**src/rtl/cmd_proc_pkg.sv**
```systemverilog
// Shared definitions for the command dispatcher: FSM encoding, default broadcast code
// and the layout of a buffered command word.
package cmd_proc_pkg;

  typedef enum logic [0:0] {
    ST_IDLE  = 1'b0,
    ST_ISSUE = 1'b1
  } disp_state_e;

  localparam logic [7:0] DEFAULT_BCAST_CMD = 8'hFF;
  localparam int unsigned DEFAULT_CMD_W    = 8;
  localparam int unsigned DEFAULT_DATA_W   = 16;

  // A FIFO word is {cmd, data}; cmd occupies the upper bits.
  typedef struct packed {
    logic [DEFAULT_CMD_W-1:0]  cmd;
    logic [DEFAULT_DATA_W-1:0] data;
  } cmd_word_t;

endpackage

```
**src/rtl/cmd_fifo.sv**
```systemverilog
// Synchronous FIFO with registered storage. Push when full and pop when empty are ignored.
// The head word is visible on rdata_o whenever empty_o is low.
module cmd_fifo #(
  parameter int WIDTH = 24,
  parameter int DEPTH = 4
) (
  input  logic             clk,
  input  logic             rst,
  input  logic             push_i,
  input  logic [WIDTH-1:0] wdata_i,
  input  logic             pop_i,
  output logic [WIDTH-1:0] rdata_o,
  output logic             full_o,
  output logic             empty_o
);

  localparam int AW = $clog2(DEPTH);

  logic [WIDTH-1:0] mem_q [DEPTH];
  logic [AW-1:0]    wr_ptr_q, rd_ptr_q;
  logic [AW:0]      count_q;
  logic             do_push, do_pop;

  assign full_o  = (count_q == (AW+1)'(DEPTH));
  assign empty_o = (count_q == '0);
  assign do_push = push_i && !full_o;
  assign do_pop  = pop_i && !empty_o;
  assign rdata_o = mem_q[rd_ptr_q];

  always_ff @(posedge clk or posedge rst) begin
    if (rst) begin
      wr_ptr_q <= '0;
      rd_ptr_q <= '0;
      count_q  <= '0;
    end else begin
      // Pointers are exactly AW bits wide, so wrap is the natural overflow.
      if (do_push) wr_ptr_q <= wr_ptr_q + 1'b1;
      if (do_pop)  rd_ptr_q <= rd_ptr_q + 1'b1;
      case ({do_push, do_pop})
        2'b10:   count_q <= count_q + 1'b1;
        2'b01:   count_q <= count_q - 1'b1;
        default: count_q <= count_q;
      endcase
    end
  end

  always_ff @(posedge clk) begin
    if (do_push) mem_q[wr_ptr_q] <= wdata_i;
  end

endmodule

```
**src/rtl/cmd_dispatcher.sv**
```systemverilog
// Buffers {cmd, data} words, decodes each to a unicast/broadcast engine mask and drives
// per-engine RTS until every targeted engine has answered with RTR. Illegal codes are dropped and counted.
module cmd_dispatcher
  import cmd_proc_pkg::*;
#(
  parameter int                NUM_ENGINES = 5,
  parameter int                CMD_W       = 8,
  parameter int                DATA_W      = 16,
  parameter int                FIFO_DEPTH  = 4,
  parameter logic [CMD_W-1:0]  BCAST_CMD   = CMD_W'(DEFAULT_BCAST_CMD),
  parameter int                ERR_W       = 8
) (
  input  logic                   clk,
  input  logic                   rst,
  input  logic                   cmd_valid,
  output logic                   cmd_rtr,
  input  logic [CMD_W-1:0]       cmd,
  input  logic [DATA_W-1:0]      i2c_in_data,
  output logic [NUM_ENGINES-1:0] engine_out_rts,
  input  logic [NUM_ENGINES-1:0] engine_in_rtr,
  output logic [DATA_W-1:0]      bcast_out_data,
  output logic [CMD_W-1:0]       bcast_out_cmd,
  output logic                   busy,
  input  logic                   abort,
  output logic [ERR_W-1:0]       err_count,
  output disp_state_e            dbg_state
);

  localparam int WORD_W = CMD_W + DATA_W;

  disp_state_e            state_q;
  logic [NUM_ENGINES-1:0] pending_q;
  logic [DATA_W-1:0]      data_q;
  logic [CMD_W-1:0]       cmd_q;
  logic [ERR_W-1:0]       err_q;

  logic                   fifo_full, fifo_empty, fifo_push, fifo_pop;
  logic [WORD_W-1:0]      fifo_head;
  logic [CMD_W-1:0]       head_cmd;
  logic [DATA_W-1:0]      head_data;
  logic [NUM_ENGINES-1:0] head_mask;
  logic                   head_legal;
  logic [NUM_ENGINES-1:0] pending_d;
  logic                   all_done;

  assign fifo_push = cmd_valid && cmd_rtr;
  assign head_cmd  = fifo_head[WORD_W-1:DATA_W];
  assign head_data = fifo_head[DATA_W-1:0];

  cmd_fifo #(
    .WIDTH (WORD_W),
    .DEPTH (FIFO_DEPTH)
  ) u_fifo (
    .clk     (clk),
    .rst     (rst),
    .push_i  (fifo_push),
    .wdata_i ({cmd, i2c_in_data}),
    .pop_i   (fifo_pop),
    .rdata_o (fifo_head),
    .full_o  (fifo_full),
    .empty_o (fifo_empty)
  );

  // Unicast is tested first so a small engine index never aliases the broadcast code.
  always_comb begin
    head_mask  = '0;
    head_legal = 1'b0;
    if (32'(head_cmd) < NUM_ENGINES) begin
      head_mask  = NUM_ENGINES'(1) << head_cmd;
      head_legal = 1'b1;
    end else if (head_cmd == BCAST_CMD) begin
      head_mask  = '1;
      head_legal = 1'b1;
    end
  end

  // RTR only counts for engines still pending, so stray RTR on idle lanes is ignored.
  assign pending_d = pending_q & ~engine_in_rtr;
  assign all_done  = (pending_d == '0);

  always_comb begin
    fifo_pop = 1'b0;
    case (state_q)
      ST_IDLE:  fifo_pop = !fifo_empty;
      ST_ISSUE: fifo_pop = !abort && all_done && !fifo_empty;
      default:  fifo_pop = 1'b0;
    endcase
  end

  always_ff @(posedge clk or posedge rst) begin
    if (rst) begin
      state_q   <= ST_IDLE;
      pending_q <= '0;
      data_q    <= '0;
      cmd_q     <= '0;
      err_q     <= '0;
    end else begin
      case (state_q)
        ST_IDLE: begin
          if (!fifo_empty && head_legal) begin
            pending_q <= head_mask;
            state_q   <= ST_ISSUE;
          end
        end
        ST_ISSUE: begin
          if (abort) begin
            pending_q <= '0;
            state_q   <= ST_IDLE;
          end else if (all_done) begin
            if (!fifo_empty && head_legal) begin
              pending_q <= head_mask;
            end else begin
              pending_q <= '0;
              state_q   <= ST_IDLE;
            end
          end else begin
            pending_q <= pending_d;
          end
        end
        default: begin
          pending_q <= '0;
          state_q   <= ST_IDLE;
        end
      endcase

      if (fifo_pop) begin
        data_q <= head_data;
        cmd_q  <= head_cmd;
        if (!head_legal && (err_q != '1)) err_q <= err_q + 1'b1;
      end
    end
  end

  assign cmd_rtr        = !fifo_full && !rst;
  assign busy           = (state_q == ST_ISSUE) || !fifo_empty;
  assign engine_out_rts = pending_q;
  assign bcast_out_data = data_q;
  assign bcast_out_cmd  = cmd_q;
  assign err_count      = err_q;
  assign dbg_state      = state_q;

endmodule
```
**config.mk**
```make
export PLATFORM = sky130hd
export DESIGN_NAME = cmd_dispatcher
export DESIGN_NICKNAME = d
export VERILOG_FILES = /design/src/rtl/cmd_proc_pkg.sv /design/src/rtl/cmd_fifo.sv /design/src/rtl/cmd_dispatcher.sv
export SDC_FILE = /design/constraint.sdc
export NUM_CORES = 1
export LEC_CHECK = 0
export ABC_AREA = 1
export CAP_MARGIN = 15
export CORE_ASPECT_RATIO = 0.5
export CORE_MARGIN = 2
export CORE_UTILIZATION = 40
export DETAILED_ROUTE_END_ITERATION = 16
export GPL_TIMING_DRIVEN = 0
export PLACE_DENSITY = 0.59
export SLEW_MARGIN = 20
export SYNTH_ARGS = -nofsm -noshare
export SYNTH_HDL_FRONTEND = slang
export SYNTH_SLANG_ARGS = --single-unit
```
**constraint.sdc**
```tcl
create_clock -name clk -period 3.25 [get_ports clk]
set_input_delay 0.65 -clock clk [delete_from_list [all_inputs] [get_ports clk]]
set_output_delay 0.65 -clock clk [all_outputs]
set_load 0.03 [all_outputs]
```
# Word level (Yosys, flattened, before mapping)
# Memories as Yosys holds them, arrays and structs flattened.
# Cells that the tools add are included.
[op_classes]
n_addsub = 5
mul = 0
n_div = 0
n_lt_le_gt_ge = 1
n_eq_ne = 6
n_shift = 1
n_mux = 17
bitwise_logic = 3
n_reduce_logical = 18
[op_table]
columns = ["cell", "count"]
rows = [
  ["$mux 5", 6],
  ["$pmux 5 s2", 1],
  ["$add 8x1->8 const B", 1],
  ["$eq 8x8->1 const B", 1],
  ["$logic_and 1x1->1", 8],
  ["$lt 8x3->1 const B", 1],
  ["$ne 8x8->1 const B", 1],
  ["$shl 1x8->5 const A", 1],
  ["$mux 1", 7],
  ["$pmux 3 s2", 1],
  ["$and 5x5->5", 1],
  ["$logic_not 1->1", 5],
  ["$logic_not 5->1", 1],
  ["$not 5->5", 1],
  ["$add 2x1->2 const B", 2],
  ["$pmux 1 s2", 2],
  ["$add 3x1->3 const B", 1],
  ["$eq 3x3->1 const B", 1],
  ["$logic_not 3->1", 1],
  ["$sub 3x1->3 const B", 1],
  ["$eq 2x1->1 const B", 1],
  ["$eq 2x2->1 const B", 1],
  ["$ne 2x2->1 const B", 1],
  ["$reduce_and 2->1", 1],
  ["3 further kinds", 3],
]
[word_totals]
reg_bits = 45
latchBits = 0
ram_bits = 96
mem_bits_ro = 0
inputBits = 33
out_inout_bits = 40
elab_cells = 60
n_memories = 1
[mem_list]
columns = ["name", "words", "word_bits", "rd", "rd_ports_with_merged_regs", "wr", "line", "source"]
rows = [
  ["u_fifo.mem_q", 4, 24, 1, 0, 1, "cmd_fifo.sv:19", "logic [WIDTH-1:0] mem_q [DEPTH];"],
]

# Longest topological paths before layout
[depth]
depth_word = 9
mapped_depth = 14

# Cells and area by module
# From an unflattened synthesis, not the netlist that was laid out.
[hier_totals]
cells_unflattened = 583
area_unflattened_um2 = 6324.8
[by_module_without_submodules]
columns = ["module", "n_inst", "cells_per_inst", "area_per_inst_um2"]
rows = [
  ["cmd_fifo", 1, 342, 4377.9],
  ["cmd_dispatcher", 1, 241, 1946.9],
]

# Worst setup path before layout
# No wires, ideal clock.
[synth_timing]
path_kind = "input port to flip-flop"
from = "input rst"
to = "memory u_fifo.mem_q[0][0], enable pin"
arrival_ps = 2645
required_time_ps = 2845
slack_ps = 200
cell_stages = 3
n_path_buf = 0
path_cell_list = "a31oi_1 > nand2_1 > nor2_1"
[synth_between]
elab_chain_len = 6
[synth_rtl]
columns = ["item", "line", "source"]
rows = [
  ["start, declared", "cmd_dispatcher.sv:14", "input logic rst,"],
  ["$logic_not 1->1 (no source line)", "--", ""],
  ["$logic_and 1x1->1", "cmd_dispatcher.sv:134", "assign cmd_rtr = !fifo_full && !rst;"],
  ["$logic_and 1x1->1", "cmd_dispatcher.sv:46", "assign fifo_push = cmd_valid && cmd_rtr;"],
  ["$logic_and 1x1->1", "cmd_fifo.sv:26", "assign do_push = push_i && !full_o;"],
  ["$mux 1", "cmd_fifo.sv:48", "if (do_push) mem_q[wr_ptr_q] <= wdata_i;"],
  ["$mux 1 (implied by the code)", "cmd_fifo.sv:48", ""],
  ["end, declared", "cmd_fifo.sv:19", ""],
]
# No other way between the ends.

# Worst setup path after layout
[layout_timing]
from = "input engine_in_rtr[3]"
to = "register u_fifo.count_q[2]"
[layout_between]
elab_chain_len = 9
elab_cells_between_ends = 11
cone_classes = "eq/ne: 2; mux: 2; bitwise: 2; reduce/logical: 5"
[layout_rtl]
columns = ["item", "line", "source"]
rows = [
  ["start, declared", "cmd_dispatcher.sv:20", "input logic [NUM_ENGINES-1:0] engine_in_rtr,"],
  ["$not 5->5 (*)", "cmd_dispatcher.sv:78", "assign pending_d = pending_q & ~engine_in_rtr;"],
  ["$and 5x5->5 (*)", "cmd_dispatcher.sv:78", ""],
  ["$logic_not 5->1 (*)", "cmd_dispatcher.sv:79", "assign all_done = (pending_d == '0);"],
  ["$logic_and 1x1->1 (*) (2 in series)", "cmd_dispatcher.sv:85", "ST_ISSUE: fifo_pop = !abort && all_done && !fifo_empty;"],
  ["$pmux 1 s2 (*)", "cmd_dispatcher.sv:83", "case (state_q)"],
  ["$logic_and 1x1->1 (*)", "cmd_fifo.sv:27", "assign do_pop = pop_i && !empty_o;"],
  ["$eq 2x1->1 / $eq 2x2->1 (equally long branches)", "cmd_fifo.sv:39", "case ({do_push, do_pop})"],
  ["$pmux 3 s2 / $reduce_bool 2->1 (equally long branches)", "--", ""],
  ["end signal, assigned", "cmd_fifo.sv:40", "2'b10: count_q <= count_q + 1'b1;"],
  ["end signal, assigned", "cmd_fifo.sv:41", "2'b01: count_q <= count_q - 1'b1;"],
  ["end signal, assigned", "cmd_fifo.sv:42", "default: count_q <= count_q;"],
  ["end, declared", "cmd_fifo.sv:21", "logic [AW:0] count_q;"],
]
# Mark *: on every way between the ends. The rest lies on a longest branch, timed or not.
# A chain may end at the register's enable or synchronous reset.

==> reports/qor.json <==
{
  "status": "finished, final reports clean",
  "die_y_um": 90.1,
  "cpPeakStageDelay_ns": 0.45,
  "dr.pass1.iters": 4,
  "ioPinCount": 73,
  "finalCritPeriodShare_pct": 93.8,
  "timing.critical_path.slowest_stage_cell": "sky130_fd_sc_hd__clkdlybuf4s50_1",
  "routedWlPerCell_um": 15.3,
  "route.met3.wl_um": 793,
  "drt_iter0_drc": 338,
  "met2_length_mm": 6.16,
  "timing.critical_path.required_ns": 3.54,
  "power.ir.vdd_worst_mv": 0.494,
  "ys_top_cells_by_area": "sky130_fd_sc_hd__edfxtp_1 (49%), sky130_fd_sc_hd__dfrtp_1 (19%), sky130_fd_sc_hd__nor2_1 (6.2%), sky130_fd_sc_hd__nand2_1 (5.6%), sky130_fd_sc_hd__o21ai_0 (3.5%)",
  "arrival_ns": 3.34,
  "fin_worst_skew_ns": 0.00847,
  "crit_path_max_fanout": 19,
  "period_needed_ns": 3.05,
  "postCtsHoldBufs": 0,
  "yosys_most_used_dff": "sky130_fd_sc_hd__edfxtp_1",
  "number_of_storage_elements_in_the_synthesis_netlist": 141,
  "routability_congestion_estimate_from_global_placement": 0.772,
  "largest_net_degree_at_the_start_of_global_routing": 25,
  "fin_nets": 669,
  "num_antenna_cells": 0,
  "area_of_combinational_cells_with_multiple_inputs_mm2": 0.00169,
  "postSynth.asyncResetShare_pct": 31.9,
  "synth.net_count": 574,
  "coreArea_mm2": 0.0145,
  "total_length_of_routed_wires_mm": 12.9,
  "synth_edf_count": 96,
  "final-hold-violation-count": 0,
  "cts_inserted_buffers": 17,
  "maxSlewHeadroom_pct": 57.5,
  "dr_total_vias": 4023,
  "gr-total-overflow": 0,
  "detail_route.vias_per_cell": 4.79,
  "yosys.area.top_type": "sky130_fd_sc_hd__edfxtp_1",
  "cts-root-buf": "sky130_fd_sc_hd__clkbuf_16",
  "cell_variety_after_synth": 30,
  "clkTransAtPathRegs_ns": 0.06,
  "cts_max_level": 4,
  "drv.max_cap_violation_count": 0,
  "grt_pass1_vias": 3916,
  "filler_instances": 1254,
  "synth_seq_area_share_pct": 67.7,
  "start_util_pct": 40.9,
  "critical_path.n_buffers_inverters": 3,
  "per_instance_average_area_after_synthesis_um2": 11.1,
  "tightest_pin_transition_ns": 0.638,
  "final_common_cell": "sky130_fd_sc_hd__edfxtp_1",
  "end_kind": "flip-flop",
  "power_per_cell_area_mw_per_mm2": 1030,
  "grt_first_pass_wirelength_mm": 20.5,
  "grt_setup_unrepaired": "no",
  "cts_tree": "done",
  "critical-path-top-delay-family": "simple AND/OR/NAND/NOR gates",
  "route.antenna.remaining_nets": 0,
  "synthesis.area_mm2": 0.00592,
  "global_route.usage.total_pct": 17.2,
  "hold_path_class": "flip-flop to flip-flop",
  "routed.top_layer": "met4",
  "mostFrequentLayoutCells": "sky130_fd_sc_hd__edfxtp_1 (96), sky130_fd_sc_hd__nor2_1 (94), sky130_fd_sc_hd__nand2_1 (88), sky130_fd_sc_hd__clkdlybuf4s50_1 (72), sky130_fd_sc_hd__dfrtp_1 (45)",
  "post_synth_inst_count": 534,
  "grt_antenna_before_repair": 0,
  "dpl.cell_count": 809,
  "cp_cell_sequence": "clkdlybuf4s50_1, nor2_1, nor3_1, nand3_1, nand2_1, nand3_2, inv_6, ha_1, inv_1, fa_1, a21oi_1, o21ai_0, xnor2_1",
  "routedLengthMet1_mm": 5.88,
  "drt_drc_violations_left": 0,
  "critical_path_startpoint_category": "input port",
  "power.leakage_nw": 2.93,
  "fp-row-count": 31,
  "final-max-slew-violation-count": 0,
  "setup-violations-final": 0,
  "floorplan.die_area_mm2": 0.0159,
  "final_core_utilization_pct": 52.7,
  "layout-drive-gt1-share_pct": 11.8,
  "post-synth-top-area-fraction_pct": 48.7,
  "synthToLayoutAreaGrowth_pct": 28.7,
  "floorplan.die.width_um": 176,
  "clock_path_buffers": 2,
  "clock_sinks": 141,
  "max_clock_freq_mhz": 328,
  "clk_latency_ns": 0.41,
  "seq_area_mm2": 0.00401,
  "yosysWarnings": 0,
  "layout.cells.non_filler": 840,
  "path_class": "input port to flip-flop",
  "placement.io_buffers": 72,
  "dp_hpwl_mm": 8.25
}
==> final timing paths <==
path | startpoint | end | slack [ns] | cells past startpoint
setup / recovery | engine_in_rtr[3] | u_fifo.count_q[2]$_DFFE_PP0P_ | 0.20 | 13
hold / removal | bcast_out_cmd[2]$_DFFE_PP0P_ | bcast_out_cmd[2]$_DFFE_PP0P_ | 0.49 | 2
setup reg to reg | engine_out_rts[3]$_DFFE_PP0P_ | u_fifo.count_q[2]$_DFFE_PP0P_ | 0.46 | 13
hold reg to reg | bcast_out_cmd[2]$_DFFE_PP0P_ | bcast_out_cmd[2]$_DFFE_PP0P_ | 0.49 | 2
max in group asynchronous | rst | bcast_out_data[7]$_DFFE_PP0P_ | 2.08 | 3
min in group asynchronous | rst | u_fifo.count_q[0]$_DFFE_PP0P_ | 0.63 | 2
==> worst register-to-register path: stages (launching register included) <==
cell                      delay (ns)
sky130_fd_sc_hd__dfrtp_1        0.39
sky130_fd_sc_hd__inv_1          0.06
sky130_fd_sc_hd__nor2_1         0.05
sky130_fd_sc_hd__nor3_1         0.20
sky130_fd_sc_hd__nand3_1        0.22
sky130_fd_sc_hd__nand2_1        0.16
sky130_fd_sc_hd__nand3_2        0.27
sky130_fd_sc_hd__inv_6          0.29
sky130_fd_sc_hd__ha_1           0.20
sky130_fd_sc_hd__inv_1          0.07
sky130_fd_sc_hd__fa_1           0.39
sky130_fd_sc_hd__a21oi_1        0.14
sky130_fd_sc_hd__o21ai_0        0.11
sky130_fd_sc_hd__xnor2_1        0.13
==> kinds of logic (layout without fill, tap and decap cells) <==
kind of cell | after synthesis | in the layout | synth area share [%]
fa+ha+maj | 7 | 7 | 1.61
simple gates | 243 | 243 | 17.7
compound gates | 76 | 76 | 7.07
xor+xnor | 11 | 11 | 1.63
buf+inv | 56 | 164 | 4.29
flops | 141 | 141 | 67.7
==> through the flow <==
stage / hold slack, ns / setup slack [ns] / power, W / setup TNS, ns / cell area [µm²]
2_1_floorplan: 0.469 / 0.200 / 0.00481 / 0 / 5920
3_3_place_gp: 0.469 / -0.713 / 0.00589 / -61.92 / 6890
3_5_place_dp: 0.475 / -0.503 / 0.00602 / -0.803 / 7050
4_1_cts: 0.496 / 0.170 / 0.00792 / 0 / 7620
5_1_grt: 0.513 / 0.00649 / 0.00837 / 0 / 7620
6_report: 0.489 / 0.200 / 0.00785 / 0 / 7620
==> synthesized netlist by cell type (all sizes together), types with 6 or more instances <==
master	n
xor2	7
inv	36
buf	10
edfxtp	96
ha	6
nor2	99
nand3	34
nand2	100
a31oi	19
clkbuf	10
dfrtp	45
o21ai	53
==> report_power, final <==
part / switching (W) / internal, W
combinational: 0.00213 / 0.00122
clock: 0.000806 / 0.00108
sequential: 0.000246 / 0.00236
==> timing repair <==
item,CTS,global route
resized for setup,1,1
setup buffers,0,0
setup endpoints to repair,1,1
hold endpoints to repair,0,0
==> metal layers <==
| metal | track usage (%) | vias to the layer above |
|---|---|---|
| met5 | 0 | - |
| met4 | 5.17 | 0 |
| met3 | 3.98 | 2 |
| met2 | 28.6 | 104 |
| met1 | 22.6 | 1905 |
| li1 | - | 2012 |
==> state kept, by name, summed over array words and instances, names as in the netlist <==
signal           count
u_fifo.mem_q        96
u_fifo.rd_ptr_q      2
dbg_state            1
err_count            8
bcast_out_data      16
engine_out_rts       5
u_fifo.wr_ptr_q      2
u_fifo.count_q       3
bcast_out_cmd        8
==> layout make-up <==
| cell class | instances | area share [%] |
|---|---|---|
| Tap cell | 198 | 3.25 |
| Buffer | 19 | 1.49 |
| Multi-Input combinational cell | 337 | 22.2 |
| Inverter | 36 | 1.84 |
| Timing Repair Buffer | 77 | 11.1 |
| Clock inverter | 14 | 1.94 |
| Clock buffer | 18 | 5.63 |
| Sequential cell | 141 | 52.6 |
Power figures use the tool's default switching activity.
